[config.mk]
export PLATFORM = sky130hd
export DESIGN_NAME = pipeline_hazard_ctrl
export DESIGN_NICKNAME = d
export VERILOG_FILES = /design/src/rtl/pipeline_ctrl_pkg.sv /design/src/rtl/pipe_stall_counter.sv /design/src/rtl/pipeline_hazard_ctrl.sv
export SDC_FILE = /design/constraint.sdc
export NUM_CORES = 1
export LEC_CHECK = 0
export ABC_AREA = 1
export CORE_AREA = 2 2 39 41
export CTS_CLUSTER_DIAMETER = 200
export DETAILED_ROUTE_END_ITERATION = 8
export DIE_AREA = 0 0 41 43
export GPL_TIMING_DRIVEN = 0
export PLACE_DENSITY = 0.71
export SLEW_MARGIN = 10
export SYNTH_ARGS = -nofsm -noshare
export SYNTH_HDL_FRONTEND = slang
export SYNTH_HIERARCHICAL = 1
export SYNTH_SLANG_ARGS = --single-unit
[constraint.sdc]
create_clock -name clock -period 2.3 [get_ports clock]
set_input_delay 0.23 -clock clock [delete_from_list [all_inputs] [get_ports clock]]
set_output_delay 0.23 -clock clock [all_outputs]
set_load 0.01 [all_outputs]
[src/rtl/pipeline_ctrl_pkg.sv]
// Shared definitions for the pipeline hazard controller: FSM state encoding
// and the width of the optional performance counters.
package pipeline_ctrl_pkg;

    typedef enum logic [1:0] {
        ST_RUN     = 2'd0,
        ST_MC_BUSY = 2'd1,
        ST_FLUSH   = 2'd2
    } state_e;

    localparam int PERF_W = 16;

endpackage

[src/rtl/pipe_stall_counter.sv]
// Loadable down-counter used for the multi-cycle stall and flush windows.
// done_o flags the last cycle of a window (count == 1). The count stops at
// zero, so an idle counter never wraps.
module pipe_stall_counter #(
    parameter int W = 4
) (
    input  logic         clock,
    input  logic         reset_n,
    input  logic         load_i,
    input  logic [W-1:0] load_val_i,
    input  logic         dec_i,
    output logic         done_o
);

    logic [W-1:0] cnt_q;
    logic [W-1:0] cnt_d;

    // Next count: a load wins over a decrement; decrement stops at zero.
    always_comb begin
        cnt_d = cnt_q;
        if (load_i) begin
            cnt_d = load_val_i;
        end else if (dec_i && (cnt_q != '0)) begin
            cnt_d = cnt_q - W'(1);
        end
    end

    // Count register, cleared asynchronously.
    always_ff @(posedge clock or negedge reset_n) begin
        if (!reset_n) begin
            cnt_q <= '0;
        end else begin
            cnt_q <= cnt_d;
        end
    end

    assign done_o = (cnt_q == W'(1));

endmodule

[src/rtl/pipeline_hazard_ctrl.sv]
// Pipeline hazard controller: generates per-pipe-register write enables
// (lock), synchronous clears (clear) and the PC write enable from branch
// flush, load-use bubble and multi-cycle-op stall requests.
// Register i sits between stage i and stage i+1 (bit 0 = IF/ID).
// Optional build macro: PIPE_PERF_CNT_EN adds stall_cycles / flush_count.
module pipeline_hazard_ctrl
    import pipeline_ctrl_pkg::*;
#(
    parameter int STAGES       = 4,
    parameter int BRANCH_STAGE = 2,
    parameter int FLUSH_EXTRA  = 0,
    parameter int MC_CNT_W     = 4
) (
    input  logic                clock,
    input  logic                reset_n,
    input  logic                branch_taken,
    input  logic                load_use,
    input  logic                mc_start,
    input  logic [MC_CNT_W-1:0] mc_cycles,
    output logic [STAGES-1:0]   lock,
    output logic [STAGES-1:0]   clear,
    output logic                pc_write,
    output logic                busy
`ifdef PIPE_PERF_CNT_EN
    ,
    output logic [PERF_W-1:0]   stall_cycles,
    output logic [PERF_W-1:0]   flush_count
`endif
);

    // The flush counter only has to hold FLUSH_EXTRA.
    localparam int FCNT_W = (FLUSH_EXTRA > 1) ? $clog2(FLUSH_EXTRA + 1) : 1;

    localparam logic [MC_CNT_W-1:0] M_TWO   = MC_CNT_W'(2);
    localparam logic [MC_CNT_W-1:0] M_THREE = MC_CNT_W'(3);

    // Load-use bubble: hold IF/ID, insert a bubble into ID/EX.
    localparam logic [STAGES-1:0] LU_LOCK  = ~STAGES'(1);
    localparam logic [STAGES-1:0] LU_CLR   = STAGES'(2);
    // Post-branch flush window: keep squashing the fetched instruction.
    localparam logic [STAGES-1:0] FLUSH_CLR = STAGES'(1);

    state_e state_q;
    state_e state_d;

    logic [STAGES-1:0] br_clr_mask;
    logic [STAGES-1:0] stall_lock_mask;
    logic [STAGES-1:0] stall_clr_mask;

    logic scnt_load;
    logic scnt_dec;
    logic scnt_done;
    logic fcnt_load;
    logic fcnt_dec;
    logic fcnt_done;
    logic branch_acc;

    // Per-register masks: a branch squashes everything younger than the
    // resolving stage; a stall freezes those registers and bubbles the one
    // right after the resolving stage.
    genvar gi;
    generate
        for (gi = 0; gi < STAGES; gi++) begin : g_mask
            assign br_clr_mask[gi]     = (gi < BRANCH_STAGE);
            assign stall_lock_mask[gi] = (gi >= BRANCH_STAGE);
            assign stall_clr_mask[gi]  = (gi == BRANCH_STAGE);
        end
    endgenerate

    // Stall counter: remaining MC_BUSY cycles after the first stall cycle.
    pipe_stall_counter #(
        .W (MC_CNT_W)
    ) u_scnt (
        .clock      (clock),
        .reset_n    (reset_n),
        .load_i     (scnt_load),
        .load_val_i (mc_cycles - M_TWO),
        .dec_i      (scnt_dec),
        .done_o     (scnt_done)
    );

    // Flush counter: remaining cycles of the post-branch flush window.
    pipe_stall_counter #(
        .W (FCNT_W)
    ) u_fcnt (
        .clock      (clock),
        .reset_n    (reset_n),
        .load_i     (fcnt_load),
        .load_val_i (FCNT_W'(FLUSH_EXTRA)),
        .dec_i      (fcnt_dec),
        .done_o     (fcnt_done)
    );

    // State register, aborted to RUN by reset.
    always_ff @(posedge clock or negedge reset_n) begin
        if (!reset_n) begin
            state_q <= ST_RUN;
        end else begin
            state_q <= state_d;
        end
    end

    // Next state, counter controls and outputs; reset overrides the outputs.
    always_comb begin
        state_d    = state_q;
        lock       = '1;
        clear      = '0;
        pc_write   = 1'b1;
        scnt_load  = 1'b0;
        scnt_dec   = 1'b0;
        fcnt_load  = 1'b0;
        fcnt_dec   = 1'b0;
        branch_acc = 1'b0;

        case (state_q)
            ST_RUN: begin
                if (branch_taken) begin
                    clear      = br_clr_mask;
                    branch_acc = 1'b1;
                    if (FLUSH_EXTRA > 0) begin
                        fcnt_load = 1'b1;
                        state_d   = ST_FLUSH;
                    end
                end else if (mc_start) begin
                    // mc_cycles <= 1 finishes in the resolving stage untouched.
                    if (mc_cycles >= M_TWO) begin
                        lock     = stall_lock_mask;
                        clear    = stall_clr_mask;
                        pc_write = 1'b0;
                    end
                    if (mc_cycles >= M_THREE) begin
                        scnt_load = 1'b1;
                        state_d   = ST_MC_BUSY;
                    end
                end else if (load_use) begin
                    lock     = LU_LOCK;
                    clear    = LU_CLR;
                    pc_write = 1'b0;
                end
            end

            ST_MC_BUSY: begin
                // Upstream is frozen, so new requests cannot be real yet.
                lock     = stall_lock_mask;
                clear    = stall_clr_mask;
                pc_write = 1'b0;
                scnt_dec = 1'b1;
                if (scnt_done) begin
                    state_d = ST_RUN;
                end
            end

            ST_FLUSH: begin
                if (branch_taken) begin
                    clear      = br_clr_mask;
                    branch_acc = 1'b1;
                    fcnt_load  = 1'b1;
                end else begin
                    clear    = FLUSH_CLR;
                    fcnt_dec = 1'b1;
                    if (fcnt_done) begin
                        state_d = ST_RUN;
                    end
                end
            end

            default: begin
                state_d = ST_RUN;
            end
        endcase

        if (!reset_n) begin
            lock       = '0;
            clear      = '1;
            pc_write   = 1'b0;
            branch_acc = 1'b0;
        end
    end

    assign busy = reset_n && (state_q != ST_RUN);

`ifdef PIPE_PERF_CNT_EN
    logic [PERF_W-1:0] stall_cycles_q;
    logic [PERF_W-1:0] flush_count_q;

    // Saturating counters of stalled cycles and accepted branches.
    always_ff @(posedge clock or negedge reset_n) begin
        if (!reset_n) begin
            stall_cycles_q <= '0;
            flush_count_q  <= '0;
        end else begin
            if (!pc_write && (stall_cycles_q != '1)) begin
                stall_cycles_q <= stall_cycles_q + PERF_W'(1);
            end
            if (branch_acc && (flush_count_q != '1)) begin
                flush_count_q <= flush_count_q + PERF_W'(1);
            end
        end
    end

    assign stall_cycles = stall_cycles_q;
    assign flush_count  = flush_count_q;
`endif

endmodule

Word level (Yosys, flattened, before mapping):

Index checks and enable logic that the tools add are counted.

* add/sub/neg operators: 3
* magnitude comparators: 2
* eq/ne operators: 9
* muxes and demuxes: 39
* reductions and logical operators: 9

Operators with widths (count)
* two-way mux 4 bit: 8
* two-way mux 2 bit: 9
* two-way mux 1 bit: 17
* one-hot mux 4 bit (3 select lines): 1
* inequality test 2 bit, second input constant: 5
* greater-or-equal comparator 4 x 2 -> 1 bit, second input constant: 2
* one-hot mux 4 bit (2 select lines): 1
* one-hot mux 2 bit (3 select lines): 1
* AND reduction 6 bit: 1
* nonzero test 2 bit: 3
* equality test 4 x 1 -> 1 bit, second input constant: 1
* nonzero test 4 bit: 1
* subtractor 4 x 1 -> 4 bit, second input constant: 1
* subtractor 4 x 2 -> 4 bit, second input constant: 1
* logical AND 1 bit: 3
* two-way mux 3 bit: 1
* equality test 2 x 1 -> 1 bit, second input constant: 1
* equality test 2 bit, second input constant: 1
* logical NOT 2 bit: 1
* inequality test 2 x 1 -> 1 bit, second input constant: 1
* one-hot mux 1 bit (2 select lines): 1
* subtractor 1 bit, second input constant: 1

* flip-flop bits (word level): 7
* logic and storage cells: 65

Logic depth before layout (Yosys ltp):

Gate-level depths: netlist of run 1.

* depth in word-level cells: 6
* gate-level depth with buffers: 8
* mapped depth without buffers: 8

Cells and area by module:

The synthesis of run 1 kept the hierarchy.

Modules (own cells, without submodules)
* pipe_stall_counter: instances 1, cells each 37, area each 281.5 um2, sequential area each 100.1 um2
* pipeline_hazard_ctrl: instances 1, cells each 34, area each 188.9 um2, sequential area each 25.0 um2

Least setup slack after synthesis of run 1:

OpenSTA, ideal clock, no wires.

* kind: reg-to-output
* from: register state_q[0]
* to: output lock[0]
* arrival: 921 ps
* data required time: 2070 ps
* slack: 1149 ps
* stages on the path, launching flop included: 5
* cell sequence: dfrtp_1 -> nor2_1 -> nand2_2 -> nor2_2 -> buf_4

* cells in the longest elaborated chain, start to end: 3
* elaborated cells between the ends (all ways): 4

RTL lines
* start: declaration: line pipeline_hazard_ctrl.sv:43 `state_e state_q;`
* start signal: assignment: line pipeline_hazard_ctrl.sv:99 `state_q <= state_d;`
* equality test 2 x 1 -> 1 bit / logical NOT 2 bit (equally long branches): line pipeline_hazard_ctrl.sv:115 `case (state_q)`
* one-hot mux 4 bit (2 select lines) *: line pipeline_hazard_ctrl.sv:115
* two-way mux 4 bit *: line pipeline_hazard_ctrl.sv:172 `if (!reset_n) begin`
* end: declaration: line pipeline_hazard_ctrl.sv:20 `output logic [STAGES-1:0] lock,`

Mark *: on every way between the ends. The rest lies on a longest branch, timed or not.

Final worst setup path of run 1:

* from: input mc_cycles[3]
* to: output lock[0]

* cells in the longest elaborated chain, start to end: 6

RTL lines
* start: declaration: line pipeline_hazard_ctrl.sv:19 `input logic [MC_CNT_W-1:0] mc_cycles,`
* greater-or-equal comparator 4 x 2 -> 1 bit: line pipeline_hazard_ctrl.sv:126 `if (mc_cycles >= M_TWO) begin`
* two-way mux 2 bit: line pipeline_hazard_ctrl.sv:126
* two-way mux 4 bit: line pipeline_hazard_ctrl.sv:124 `end else if (mc_start) begin`
* two-way mux 4 bit: line pipeline_hazard_ctrl.sv:117 `if (branch_taken) begin`
* one-hot mux 4 bit (2 select lines): line pipeline_hazard_ctrl.sv:115
* two-way mux 4 bit: line pipeline_hazard_ctrl.sv:172

No other way between the ends.

==> impl_metrics.tcl, run 1 <==
set metrics [dict create \
    maxCapViolations 0 \
    status "finished, final reports clean" \
    final_layout_size_suffix_gt1_frac 0.149 \
    cp-end-kind "output pin" \
    ys_types 17 \
    avgRoutedWirePerCell_um 9.38 \
    via_per_inst 4.71 \
    finalNetCount 107 \
    grt_pass1_vias 472 \
    post-route-util 0.513 \
    cts_root_buffer "clkbuf_4" \
    syn-cell-area_um2 470 \
    p_per_area_nw_per_um2 967 \
    setup_slack_ns 0.349 \
    path_class "input port to output pin" \
    worstMarginPinSlew_ns 0.235 \
    rsz0062_at_grt "no" \
    n_antenna_cell 0 \
    layout_commonest_cell "nand2_1" \
    dieArea_um2 1760 \
    io_pins 19 \
    start_util 0.340 \
    skew_ns 0.000834 \
    synth-seq-cells 5 \
    fmax_ghz 0.512 \
    place_ws_ns 0.0977 \
    wirelength_mm 1.03 \
    min_path_type "input port to async pin" \
    syn_to_final_growth_pct 50.8 \
    yosysTopAreaCell "dfrtp_1" \
    drt.antenna.violating_nets 0 \
    hold_viol 0 \
    max-vdd-ir-drop_uv 446 \
    seq_area_frac_synth 0.266 \
    syn_inst 71 \
    clk_latency_ns 0.24 \
    fp-row-count 14 \
    vias 518 \
    crit_arrival_ns 1.72 \
    yosysWarnings 6 \
    syn_nets 83 \
    grt_usage 0.144 \
    grt_antenna_before_repair 0 \
    layout_common_cells "19 x nand2_1, 17 x clkdlybuf4s50_1, 14 x inv_1" \
    die_h_um 43 \
    timing.final.crit_share 0.848 \
    grt_max_degree 10 \
    synth_top_cell_area_share 0.266 \
    cts_buffers 3 \
    setup_viol 0 \
    dr.pass1.iters 4 \
    cts.sinks 5 \
    grt_pass1_wl_mm 1.70 \
    ctsLongestPathBuffers 2 \
    grt-ovfl-total 0 \
    path_max_fanout 3 \
    cts_max_level 1 \
    die_w_um 41 \
    place.gp.congestion 0.842 \
    syn_area_per_cell_um2 6.63 \
    cts_tree "built" \
    hpwl_um 855 \
    core_um2 1380 \
    relSlewSlack 0.843 \
    total_power_mw 0.686 \
    slew_viol_final 0 \
    p_leak_nw 0.382 \
    fin_crit_ns 1.95 \
    drc 0 \
    synth_area_leaders "dfrtp_1 27%, nand2_1 15%, inv_1 11%" \
    required_ns 2.07 \
    worstSetupStartpointType "input port" \
    drtIter0Drc 10 \
    post_cts.repair.setup_buffers 0 \
    path_clk_slew_ns 0.04 \
    port_buffers 18 \
    tns_ns 0 \
]
-- final cells by class --
class / instances / area, µm²
inverter: 14 / 52.6
buffer: 3 / 22.5
tap: 16 / 20.0
clock buffer: 4 / 26.3
multi-input combinational: 49 / 270
fill: 145 / 674
timing repair buffer: 19 / 193
sequential: 5 / 125
-- Yosys cell counts --
master,n
nand2_1,19
inv_1,14
dfrtp_1,5
nor2_1,5
o21ai_0,4
buf_4,3
ha_1,3
nand2_2,3
nor2_2,3
nand3_1,2
nand3_2,2
o21ai_1,2
xor2_1,2
nand3b_1,1
nand4_1,1
nor3b_1,1
or2_0,1
-- registers in the layout, summed over array words and instances (netlist names) --
signal,flops
state_q,1
u_scnt/cnt_q,4
-- timing repair --
item	in CTS	in global routing
hold buffers	0	1
gates resized for setup	0	1
hold endpoints to repair	0	5
endpoints found under the setup margin	0	1
-- power by group --
part	internal (mW)	switching, mW
Combinational	0.191	0.210
Sequential	0.135	0.0501
Clock	0.0655	0.0349
-- metrics by stage --
stage	cells	cell area, µm²	hold slack, ns
finish	110	709	0.491
global route	110	709	0.514
CTS	109	697	0.258
detailed placement	105	671	0.510
global placement	105	671	0.513
floorplan	71	470	-0.0656
-- routing by layer --
layer | global-route usage | wire length (µm) | share of wire | up-vias
li1 | - | - | - | 259
met1 | 0.144 | 410 | 0.40 | 237
met2 | 0.241 | 537 | 0.52 | 20
met3 | 0.0366 | 69 | 0.067 | 2
met4 | 0.100 | 14 | 0.014 | 0
met5 | 0 | 0 | 0 | -
-- worst paths after layout --
| kind | start | to | slack [ns] | depth (start not counted) |
|---|---|---|---|---|
| worst max-delay path | mc_cycles[3] | lock[0] | 0.35 | 8 |
| worst min-delay path | reset_n | state_q[0] | 0.49 | 2 |
| worst max register to register | state_q[0] | u_scnt/cnt_q[1] | 1.02 | 7 |
| worst min register to register | u_scnt/cnt_q[1] | u_scnt/cnt_q[1] | 0.58 | 2 |
| max in group asynchronous | reset_n | u_scnt/cnt_q[1] | 1.62 | 2 |
| min in group clock | u_scnt/cnt_q[1] | u_scnt/cnt_q[1] | 0.58 | 2 |
-- kinds of logic after synthesis --
logic type / share of synthesized area
adder cells (fa/ha/maj): 0.0798
AO/OA/AOI/OAI: 0.0638
AND/OR/NAND/NOR: 0.394
XOR/XNOR: 0.0372
flip-flops: 0.266
buffers and inverters: 0.160
-- worst max-delay path, stage by stage --
cell and delay, ns:
clkdlybuf4s50_1 0.45, nor2_2 0.14, nand2_1 0.06, nand2_1 0.07, nand2_2 0.06, nor2_2 0.09
buf_4 0.11, clkdlybuf4s50_1 0.52
No activity file was read; power rests on OpenSTA's default activity.
==> run 2: changes to the inputs <==
--- a/config.mk
+++ b/config.mk
@@ -6,12 +6,12 @@
 export NUM_CORES = 1
 export LEC_CHECK = 0
 export ABC_AREA = 1
-export CORE_AREA = 2 2 39 41
+export CORE_MARGIN = 2
+export CORE_UTILIZATION = 36
 export CTS_CLUSTER_DIAMETER = 200
 export DETAILED_ROUTE_END_ITERATION = 8
-export DIE_AREA = 0 0 41 43
 export GPL_TIMING_DRIVEN = 0
-export PLACE_DENSITY = 0.71
+export PLACE_DENSITY = 0.74
 export SLEW_MARGIN = 10
 export SYNTH_ARGS = -nofsm -noshare
 export SYNTH_HDL_FRONTEND = slang
==> constraint.sdc (replaced) <==
create_clock -name clock -period 1.6 [get_ports clock]
set_input_delay 0.16 -clock clock [delete_from_list [all_inputs] [get_ports clock]]
set_output_delay 0.16 -clock clock [all_outputs]
set_load 0.01 [all_outputs]
==> run 2 against run 1 <==
Compared with the run above:
- cell count unchanged
- register-to-register slack worse by 0.75 ns
- flip-flop and latch count unchanged
- clock power up 47%
- critical endpoint is now pc_write
- largest cell class unchanged
==> impl_metrics.tcl, run 2 (same netlist as run 1, synthesis figures left out) <==
set metrics [dict create \
    grt_pass1_wl_mm 1.52 \
    cts_tree "built" \
    drc 0 \
    core_um2 1250 \
    cp-end-kind "output pin" \
    grt-ovfl-total 0 \
    drt.antenna.violating_nets 0 \
    critPathTopFamily "buffers and inverters" \
    max-vdd-ir-drop_uv 938 \
    skew_ns 0.00298 \
    hold_viol 0 \
    avgRoutedWirePerCell_um 9.05 \
    worstSetupStartpointType "input port" \
    syn_to_final_growth_pct 49.7 \
    regArea_um2 125 \
    dr.pass1.iters 4 \
    fillers 126 \
    place.gp.congestion 0.791 \
    slew_viol_final 0 \
    worstMarginPinSlew_ns 0.221 \
    ctsLongestPathBuffers 2 \
    post-route-util 0.562 \
    required_ns 1.44 \
    worstPathCellList "clkdlybuf4s50_1 -> nor2_2 -> nand2_1 -> nand2_1 -> nand2_2 -> nor2_2 -> dlygate4sd2_1" \
    largest_register_ffs 4 \
    clk_latency_ns 0.25 \
    path_clk_slew_ns 0.04 \
    grt_antenna_before_repair 0 \
    layout_commonest_cell "nand2_1" \
    vias 478 \
    cts_max_level 1 \
    cts.sinks 5 \
    grt_max_degree 9 \
    fp-row-count 13 \
    cts_buffers 3 \
    slowest_delay_ns 0.44 \
    start_util 0.376 \
    status "finished, final reports clean" \
    setup_viol 0 \
    io_pins 19 \
    rsz0062_at_grt "no" \
    path_class "input port to output pin" \
    design_area_um2 704 \
    grt_pass1_vias 397 \
    drtIter0Drc 3 \
    via_per_inst 4.35 \
    cts_root_buffer "clkbuf_4" \
    relSlewSlack 0.852 \
    holdWs_ns 0.512 \
    total_power_mw 0.980 \
    wirelength_um 995 \
    port_buffers 18 \
    multiInputGateArea_um2 270 \
    dieArea_um2 1610 \
    hpwl_um 807 \
    crit_buf_inv 2 \
    crit_arrival_ns 1.29 \
    maxCapViolations 0 \
    tns_ns 0 \
    fmax_ghz 0.688 \
    final_layout_size_suffix_gt1_frac 0.168 \
    n_antenna_cell 0 \
    die_h_um 40.2 \
    die_w_um 40.2 \
    layout_common_cells "19 x nand2_1, 14 x inv_1, 11 x clkdlybuf4s50_1" \
    top_register "u_scnt/cnt_q" \
    grt_usage 0.150 \
    path_max_fanout 3 \
    slowest_stage "clkdlybuf4s50_1" \
    p_per_area_nw_per_um2 1390 \
    timing.final.crit_share 0.908 \
    dpl-instance-area_um2 669 \
    min_path_type "input port to async pin" \
    reg.largest.list "u_scnt/cnt_q (4), state_q (1)" \
    finalNetCount 108 \
    fin_crit_ns 1.45 \
    p_leak_nw 0.395 \
]
==> run 2: cell types whose count changed in the layout (fill, tap and decap cells not counted) <==
cell and delta:
clkdlybuf4s50_1 -6, dlygate4sd2_1 +5, buf_4 +1, clkbuf_2 +1
==> run 2: cell type report <==
| type | count | area share |
|---|---|---|
| clock buffers | 4 | 0.0373 |
| plain buffers | 3 | 0.0320 |
| repair buffers | 20 | 0.268 |
| inverters | 14 | 0.0746 |
| multi-input cells | 49 | 0.384 |
| flip-flops and latches | 5 | 0.178 |
| well taps | 15 | 0.0266 |
==> run 2: worst paths after layout <==
check | slack, ns | startpoint | to | cells after the start
max | 0.15 | mc_cycles[3] | pc_write | 7
min | 0.51 | reset_n | u_scnt/cnt_q[3] | 2
max reg2reg | 0.27 | state_q[0] | u_scnt/cnt_q[1] | 8
min reg2reg | 0.58 | u_scnt/cnt_q[1] | u_scnt/cnt_q[1] | 2
max in group asynchronous | 0.90 | reset_n | u_scnt/cnt_q[0] | 2
min in group clock | 0.56 | mc_start | state_q[0] | 3
==> run 2: where the power goes <==
part,internal [mW],switching [mW]
Sequential,0.194,0.0597
Combinational,0.266,0.313
Clock,0.0943,0.0527
==> run 2: worst reg2reg max path, delay by kind of cell, from the launching register on <==
family	cells	cell delay, ns
flip-flops	1	0.39
AO/OA/AOI/OAI	1	0.07
AND/OR/NAND/NOR	3	0.27
buffers and inverters	4	0.53
==> run 2: timing repair <==
item / CTS / global route
gates resized for setup: 6 / 3
hold buffers: 1 / 0
pin swaps: 0 / 0
endpoints found under the setup margin: 10 / 2
hold endpoints to repair: 5 / 0
buffers inserted: 1 / 0
==> run 2: metal layers <==
metal / share of wire / GRT usage
met5: 0 / 0
met4: 0 / 0.0259
met3: 0.066 / 0.0833
met2: 0.53 / 0.274
met1: 0.40 / 0.146
==> run 2: through the flow <==
step	setup WS (ns)	cells
after floorplan	0.498	71
after global routing	0.0628	110
final	0.147	110
after detailed placement	-0.473	104
after CTS	0.0206	110
after global placement	-0.455	104
